[src/rtl/pong_engine.sv]
// Frame-rate pong game-state engine: paddles, ball motion, wall/paddle collisions,
// scoring and serve/point/game-over sequencing, advanced once per frame_tick.
module pong_engine #(
    parameter int H_RES        = 640,
    parameter int V_RES        = 480,
    parameter int PAD_H        = 50,
    parameter int PAD_W        = 8,
    parameter int BALL_SZ      = 8,
    parameter int P1_X         = 40,
    parameter int P2_X         = 600,
    parameter int PAD_STEP     = 4,
    parameter int BALL_SPEED   = 2,
    parameter int SCORE_W      = 4,
    parameter int WIN_SCORE    = 9,
    parameter int POINT_FRAMES = 60
) (
    input  logic               clk,
    input  logic               rst,
    input  logic               frame_tick,
    input  logic [5:0]         btn,
    output logic [9:0]         p1_y,
    output logic [9:0]         p2_y,
    output logic [9:0]         ball_x,
    output logic [9:0]         ball_y,
    output logic [SCORE_W-1:0] score1,
    output logic [SCORE_W-1:0] score2,
    output logic [1:0]         state,
    output logic               winner,
    output logic               update_done
);
    localparam logic [1:0] S_SERVE = 2'd0;
    localparam logic [1:0] S_PLAY  = 2'd1;
    localparam logic [1:0] S_POINT = 2'd2;
    localparam logic [1:0] S_OVER  = 2'd3;

    localparam int CNT_W = (POINT_FRAMES > 1) ? $clog2(POINT_FRAMES) : 1;

    localparam logic [9:0]         PAD_HOME  = 10'((V_RES - PAD_H) / 2);
    localparam logic [9:0]         BALL_X0   = 10'((H_RES - BALL_SZ) / 2);
    localparam logic [9:0]         BALL_Y0   = 10'((V_RES - BALL_SZ) / 2);
    localparam logic [9:0]         P1_STOP   = 10'(P1_X + PAD_W);
    localparam logic [9:0]         P2_STOP   = 10'(P2_X - BALL_SZ);
    localparam logic [CNT_W-1:0]   CNT_LAST  = CNT_W'(POINT_FRAMES - 1);
    localparam logic [SCORE_W-1:0] WIN       = SCORE_W'(WIN_SCORE);
    localparam logic [SCORE_W-1:0] SCORE_MAX = '1;

    // Signed 12-bit working values so a move past an edge goes negative rather than wrapping.
    localparam logic signed [11:0] ZERO    = 12'sd0;
    localparam logic signed [11:0] S_STEP  = 12'(PAD_STEP);
    localparam logic signed [11:0] S_SPD   = 12'(BALL_SPEED);
    localparam logic signed [11:0] S_BSZ   = 12'(BALL_SZ);
    localparam logic signed [11:0] S_PADH  = 12'(PAD_H);
    localparam logic signed [11:0] PAD_MAX = 12'(V_RES - PAD_H);
    localparam logic signed [11:0] S_P1X   = 12'(P1_X);
    localparam logic signed [11:0] S_P1R   = 12'(P1_X + PAD_W);
    localparam logic signed [11:0] S_P2X   = 12'(P2_X);
    localparam logic signed [11:0] S_P2R   = 12'(P2_X + PAD_W);
    localparam logic signed [11:0] S_XMAX  = 12'(H_RES - BALL_SZ);
    localparam logic signed [11:0] S_YMAX  = 12'(V_RES - BALL_SZ);

    logic             dx;      // 1 = moving right
    logic             dy;      // 1 = moving down
    logic             server;  // 0 = P1 serves
    logic [CNT_W-1:0] cnt;

    logic [9:0]         nxt_p1, nxt_p2, nxt_ball_x, nxt_ball_y;
    logic [SCORE_W-1:0] nxt_score1, nxt_score2;
    logic [1:0]         nxt_state;
    logic               nxt_winner, nxt_dx, nxt_dy, nxt_server;
    logic [CNT_W-1:0]   nxt_cnt;

    logic signed [11:0] bx, by, py1, py2, step_x, step_y, wall_y;
    logic               wall_dy, hit1, hit2;

    function automatic logic [9:0] move_pad(input logic [9:0] y, input logic up, input logic dn);
        logic signed [11:0] t;
        t = $signed({2'b00, y});
        if (up && !dn) t = t - S_STEP;
        else if (dn && !up) t = t + S_STEP;
        if (t < ZERO) t = ZERO;
        else if (t > PAD_MAX) t = PAD_MAX;
        return t[9:0];
    endfunction

    function automatic logic [SCORE_W-1:0] bump(input logic [SCORE_W-1:0] s);
        return (s == SCORE_MAX) ? s : s + SCORE_W'(1);
    endfunction

    // Candidate ball move and collision tests, all against pre-update paddle positions.
    always_comb begin
        bx      = $signed({2'b00, ball_x});
        by      = $signed({2'b00, ball_y});
        py1     = $signed({2'b00, p1_y});
        py2     = $signed({2'b00, p2_y});
        step_x  = dx ? bx + S_SPD : bx - S_SPD;
        step_y  = dy ? by + S_SPD : by - S_SPD;
        wall_y  = step_y;
        wall_dy = dy;
        if (step_y <= ZERO) begin
            wall_y  = ZERO;
            wall_dy = 1'b1;
        end else if (step_y >= S_YMAX) begin
            wall_y  = S_YMAX;
            wall_dy = 1'b0;
        end
        hit1 = !dx && (step_x <= S_P1R) && (step_x + S_BSZ > S_P1X)
               && (by + S_BSZ > py1) && (by < py1 + S_PADH);
        hit2 = dx && (step_x + S_BSZ >= S_P2X) && (step_x < S_P2R)
               && (by + S_BSZ > py2) && (by < py2 + S_PADH);
    end

    always_comb begin
        nxt_p1     = p1_y;
        nxt_p2     = p2_y;
        nxt_ball_x = ball_x;
        nxt_ball_y = ball_y;
        nxt_score1 = score1;
        nxt_score2 = score2;
        nxt_state  = state;
        nxt_winner = winner;
        nxt_dx     = dx;
        nxt_dy     = dy;
        nxt_server = server;
        nxt_cnt    = cnt;
        if (state != S_OVER) begin
            nxt_p1 = move_pad(p1_y, btn[0], btn[1]);
            nxt_p2 = move_pad(p2_y, btn[3], btn[4]);
        end
        case (state)
            S_SERVE: begin
                nxt_ball_x = BALL_X0;
                nxt_ball_y = BALL_Y0;
                if (server ? btn[5] : btn[2]) begin
                    nxt_state = S_PLAY;
                    nxt_dx    = ~server;
                end
            end
            S_PLAY: begin
                nxt_dy     = wall_dy;
                nxt_ball_y = wall_y[9:0];
                if (hit1) begin
                    nxt_ball_x = P1_STOP;
                    nxt_dx     = 1'b1;
                end else if (hit2) begin
                    nxt_ball_x = P2_STOP;
                    nxt_dx     = 1'b0;
                end else if (step_x <= ZERO || step_x >= S_XMAX) begin
                    if (step_x <= ZERO) begin
                        nxt_score2 = bump(score2);
                        nxt_server = 1'b0;
                    end else begin
                        nxt_score1 = bump(score1);
                        nxt_server = 1'b1;
                    end
                    nxt_ball_x = BALL_X0;
                    nxt_ball_y = BALL_Y0;
                    nxt_cnt    = '0;
                    nxt_state  = S_POINT;
                end else begin
                    nxt_ball_x = step_x[9:0];
                end
            end
            S_POINT: begin
                // The loser serves next, so the scorer is the non-server.
                if (cnt == CNT_LAST) begin
                    if (score1 == WIN || score2 == WIN) begin
                        nxt_state  = S_OVER;
                        nxt_winner = ~server;
                    end else begin
                        nxt_state = S_SERVE;
                    end
                end else begin
                    nxt_cnt = cnt + CNT_W'(1);
                end
            end
            default: begin
                if (btn[2] | btn[5]) begin
                    nxt_score1 = '0;
                    nxt_score2 = '0;
                    nxt_p1     = PAD_HOME;
                    nxt_p2     = PAD_HOME;
                    nxt_ball_x = BALL_X0;
                    nxt_ball_y = BALL_Y0;
                    nxt_server = 1'b0;
                    nxt_state  = S_SERVE;
                end
            end
        endcase
    end

    // frame_tick is a one-cycle strobe with no back-pressure: every high cycle is one full
    // update, and update_done echoes it one cycle later.
    always_ff @(posedge clk) begin
        if (rst) begin
            p1_y        <= PAD_HOME;
            p2_y        <= PAD_HOME;
            ball_x      <= BALL_X0;
            ball_y      <= BALL_Y0;
            score1      <= '0;
            score2      <= '0;
            state       <= S_SERVE;
            winner      <= 1'b0;
            dx          <= 1'b1;
            dy          <= 1'b1;
            server      <= 1'b0;
            cnt         <= '0;
            update_done <= 1'b0;
        end else begin
            update_done <= frame_tick;
            if (frame_tick) begin
                p1_y   <= nxt_p1;
                p2_y   <= nxt_p2;
                ball_x <= nxt_ball_x;
                ball_y <= nxt_ball_y;
                score1 <= nxt_score1;
                score2 <= nxt_score2;
                state  <= nxt_state;
                winner <= nxt_winner;
                dx     <= nxt_dx;
                dy     <= nxt_dy;
                server <= nxt_server;
                cnt    <= nxt_cnt;
            end
        end
    end
endmodule
[config.mk]
export PLATFORM = sky130hd
export DESIGN_NAME = pong_engine
export DESIGN_NICKNAME = d
export VERILOG_FILES = /design/src/rtl/pong_engine.sv
export SDC_FILE = /design/constraint.sdc
export NUM_CORES = 1
export LEC_CHECK = 0
export ABC_AREA = 1
export CORE_UTILIZATION = 53
export DETAILED_ROUTE_END_ITERATION = 10
export GPL_TIMING_DRIVEN = 0
export MAX_ROUTING_LAYER = met4
export PLACE_DENSITY = 0.81
export SETUP_SLACK_MARGIN = 0.4
export SYNTH_ARGS = -nofsm -noshare
export SYNTH_HDL_FRONTEND = slang
export SYNTH_SLANG_ARGS = --single-unit
[constraint.sdc]
create_clock -name clk -period 2.9 [get_ports clk]
set_clock_uncertainty 0.05 [all_clocks]
set_input_delay 0.29 -clock clk [delete_from_list [all_inputs] [get_ports clk]]
set_output_delay 0.29 -clock clk [all_outputs]
set_load 0.01 [all_outputs]
==> out/qor.csv <==
metric;value;unit
final hold vios;0;
Worst-Skew Late Latency;0.35;ns
total number of yosys warnings;0;
gpl congestion;0.966;
register bit total from synthesis;60;
Final WS setup;-0.239;ns
1st-iter DRT viols;707;
fin crit share;108;%
top post-synthesis cells by area;dfxtp_1 (19%), nand2_1 (16%), ha_1 (12%);
Main synth FF type;dfxtp_1;
Fin Hold WS;0.438;ns
CP Capture Type;register;
fill count;885;
die area;0.0122;mm²
Static Leak;3.85;nW
Die Width;110;µm
total of max-cap violations;0;
antenna violations before repair;0;
Final Non-Filler Cells;1259;
mapped cell area;0.00622;mm²
register area;0.00126;mm²
maximum level of the CTS H-tree;3;
RSZ-0062 raised after global routing;true;
Synth top area share;19.3;%
Initial Util;54.4;%
pin count of the biggest net entering global routing;11;
share of layout cells above drive strength 1;23.6;%
CTS sink count;60;
Max Buffers Root-to-Sink;2;
post-synthesis sequential area ratio;19.3;%
failing checks;setup timing;
grt total ovfl;0;
clk root buf;clkbuf_16;
Num CTS Buffers;9;
CTS clk-pin slew, worst paths;0.06;ns
Tmin final;3.14;ns
Hold Path Class;register to register;
run status;finished with violations;
Crit Path Class;register to register;
antenna cells;0;
most frequent cells in the layout;nand2_1 (235), inv_1 (99), nor2_1 (72);
number of global-route vias before repair;6336;
antenna-violating nets left;0;
placed instance count;1195;
Max-slew headroom;41.9;%
Routed WL;21200;µm
CTS tree;done;
Max IR drop VDD;0.000421;V
Startpoint Class;register;
Cells after Synth;993;
Layout area overhead;36.6;%
actual slew at the worst max-slew pin;0.871;ns
syn_nets;1060;
CP Data Required Time;3.04;ns
Async SR Flop Fraction;0;%
total core area;0.0114;mm²
count of flip-flops with a built-in enable after synthesis;0;
GRT Util Overall;33.9;%
vias post-DR;7360;
Power Density;464;mW/mm²
global-route wire length before repair;31000;µm
NumNets Final;1178;
drt wl/cell;16.8;µm
final total power;3.94;mW
crit path DAT;3.28;ns
num ports;61;
# port buffers;59;
most common cell after layout, fill and taps aside;nand2_1;
max frequency;0.319;GHz
setup TNS;-5.23;ns
Final Util;74.4;%
Yosys top cell by area;dfxtp_1;
Setup-failing EPs final;36;
row count;39;
Via density;5.85;
drt pass-1 iters;5;
Max FO, Critical Path;5;
DRC;0;
Die Ht;110;µm
Syn Area/Cell;6.26;µm²
Yosys cell types;47;
Multi-input gate area;0.00501;mm²
half-perimeter wire length after placement;13600;µm
Pins Over Slew Limit;0;
-- final timing paths --
check,from,end,slack [ns],depth (start not counted)
setup / recovery,ball_y[4],ball_x[5],-0.24,21
hold / removal,cnt[0],cnt[0],0.44,2
setup reg to reg,ball_y[4],ball_x[5],-0.24,21
hold reg to reg,cnt[0],cnt[0],0.44,2
-- critical path, stage by stage, from the launching register on --
cell	delay (ns)
dfxtp_4	0.39
nand2_1	0.08
inv_2	0.07
nand2_2	0.08
xor2_1	0.24
inv_1	0.15
ha_4	0.31
nand2_1	0.10
nor2_1	0.18
a211oi_2	0.06
nor2_1	0.15
nor2_1	0.07
nand2_1	0.09
nand3_2	0.13
nor2_4	0.15
nand2_4	0.08
buf_4	0.14
buf_6	0.12
o21ai_2	0.06
nand3_1	0.10
nand2_1	0.10
o211ai_1	0.09
-- synthesized netlist by cell type, types with 3 or more instances --
cell type / n
nor3_1: 21
nand3_2: 5
clkbuf_1: 22
o31ai_1: 4
a211oi_1: 7
o21ai_0: 45
clkinv_1: 4
o221ai_1: 3
nand3b_1: 3
nand4_2: 3
xnor2_1: 5
a21oi_2: 3
o21ai_1: 4
o211ai_1: 10
xor2_1: 37
dfxtp_1: 60
inv_2: 10
nor4_1: 4
nand4_1: 32
nand2_2: 10
nor2_1: 85
inv_1: 110
buf_6: 4
nor2_2: 7
o21bai_1: 4
a21oi_1: 73
nand2_4: 5
nand2_1: 259
ha_1: 58
nand3_1: 72
-- report_power, final --
part           internal, mW  switching [mW]
registers             0.886           0.109
logic                 0.706            1.06
clock network         0.774           0.399
-- state kept, by name, summed over array words and instances, names as in the netlist --
signal and flops:
ball_y 10, p1_y 10, p2_y 10, ball_x 9
cnt 6, score1 4, score2 4, state 2
dx 1, dy 1, server 1, update_done 1
winner 1
-- final cells by class --
cell class              count  share of cell area (%)
inverters                 124                    5.75
repair buffers            107                    11.9
clock inverters             4                   0.840
plain buffers              30                    2.71
flip-flops and latches     60                    14.8
clock buffers              12                    2.90
well taps                 143                    2.11
multi-input cells         779                    58.9
-- per-stage QoR --
step	setup slack [ns]	instance area (µm²)
after floorplan	0.380	6370
after global placement	-0.459	7140
after detailed placement	-0.470	7140
after CTS	0.157	7960
after global routing	-0.322	8490
final	-0.239	8490
-- metal layers --
| layer | up-vias | GRT usage, % | wire length, µm |
|---|---|---|---|
| met2 | 357 | 52.0 | 9700 |
| met5 | - | - | 0 |
| li1 | 3537 | - | - |
| met1 | 3380 | 44.5 | 8880 |
| met4 | 0 | 12.7 | 907 |
| met3 | 86 | 5.70 | 1700 |
-- what timing repair did --
item | CTS | global route
gates cloned | 1 | 1
pin swaps | 31 | 50
resized for setup | 63 | 109
hold buffers | 0 | 0
setup endpoints to repair | 39 | 55
setup buffers | 29 | 17
-- cells by family after synthesis --
group | Yosys count | synth area share [%]
flip-flops | 60 | 19.3
adder cells (fa/ha/maj) | 58 | 11.7
AO/OA/AOI/OAI | 163 | 15.0
AND/OR/NAND/NOR | 514 | 37.8
other | 1 | 0.0603
XOR/XNOR | 43 | 6.18
buffers and inverters | 154 | 9.94
(Power assumes the default switching activity.)
==> edit (same flow settings) <==
Change the parameter `POINT_FRAMES` from 60 to 120.
--- a/src/rtl/pong_engine.sv
+++ b/src/rtl/pong_engine.sv
@@ -12,7 +12,7 @@
     parameter int BALL_SPEED   = 2,
     parameter int SCORE_W      = 4,
     parameter int WIN_SCORE    = 9,
-    parameter int POINT_FRAMES = 60
+    parameter int POINT_FRAMES = 120
 ) (
     input  logic               clk,
     input  logic               rst,
Formal check against the unedited RTL: same outputs for any inputs over 4 cycles, from zero or initial values and one cycle with rst high; that may be too few to reach the edited logic, so the function may still have changed.
==> edit against the unedited design <==
The run ends with DRC left; total power is 4.6% lower; routed wire length up 11%; area after synthesis grew 0.18%; die area is 0.18% higher; combinational power is 7% lower; critical path type unchanged; first-iteration DRC count rose by 1.7%; sequential share of layout area down 0.094 points; setup slack improved by 330 ps; largest power group unchanged; sequential cell count rose by 1; cell area increased by 3.0%.
==> edit: results (changes against the unedited design) <==
wirelength_um: 23570  # +11%
grt_pass1_wl_um: 31930  # +3.1%
met2_usage_pct: 50.97  # -1.0 points
post-cts-setup-buffers: 27  # -6.9%
dr.pass1.iters: 11  # +6
route.detailed.drc: 6  # +6
synthTopCellsByArea: "dfxtp_1 (20%), nand2_1 (17%), ha_1 (12%)"
grt.total_usage_pct: 33.23  # -0.65 points
met1_usage_pct: 42.84  # -1.7 points
yosysUniqueCellTypes: 44  # -6.4%
grt_max_degree: 12  # +1
grt_use_met3_pct: 6.367  # +0.66 points
grt_pass1_vias: 6562  # +3.6%
vias: 7969  # +8.3%
tightest_slew_ps: 868.2  # -3.174 ps
rr_worst_depth: 14  # -33%
synth_common_cells: "nand2_1 (278), inv_1 (107), a21oi_1 (89), nand3_1 (83), nor2_1 (79)"
layout-drive-gt1-share_pct: 27.69  # +4.1 points
place_ws_ps: -55.76  # +414.2 ps
finalPower_w: 0.003760  # -4.6%
status: "finished with violations"
violations: "DRC"
synth_compound_gate_area_share_pct: 15.97  # +0.98 points
fillers: 776  # -12%
place_inst: 1212  # +1.4%
slowest_delay_ps: 320  # -70 ps
-- edit: cell count changes in the layout (fill, tap and decap cells not counted), moves of 7 or more --
cell,change
a21oi_1,+13
inv_1,-13
buf_4,+11
nor2_1,-10
nand2_4,+7
nand2_2,+7
nand3_2,+11
o21ai_0,+7
xor2_1,-7
o21ai_1,+8
-- edit: final timing paths --
path / start / endpoint / slack [ps]
worst max register to register: p2_y[7]$_SDFFE_PP1P_ / ball_x[9]$_SDFFE_PP0P_ / 90
worst min register to register: cnt[5]$_SDFFE_PP0P_ / cnt[5]$_SDFFE_PP0P_ / 450
worst max-delay path: p2_y[7]$_SDFFE_PP1P_ / ball_x[9]$_SDFFE_PP0P_ / 90
worst min-delay path: rst / update_done$_SDFF_PP0_ / 260
-- edit: area by class of cell --
cell class	count	area share, %
buffer	26	1.902
clock buffer	10	2.731
clock inverter	6	0.7149
inverter	114	5.190
multi-input combinational	811	60.47
sequential	61	14.76
tap	143	2.045
timing repair buffer	117	12.20
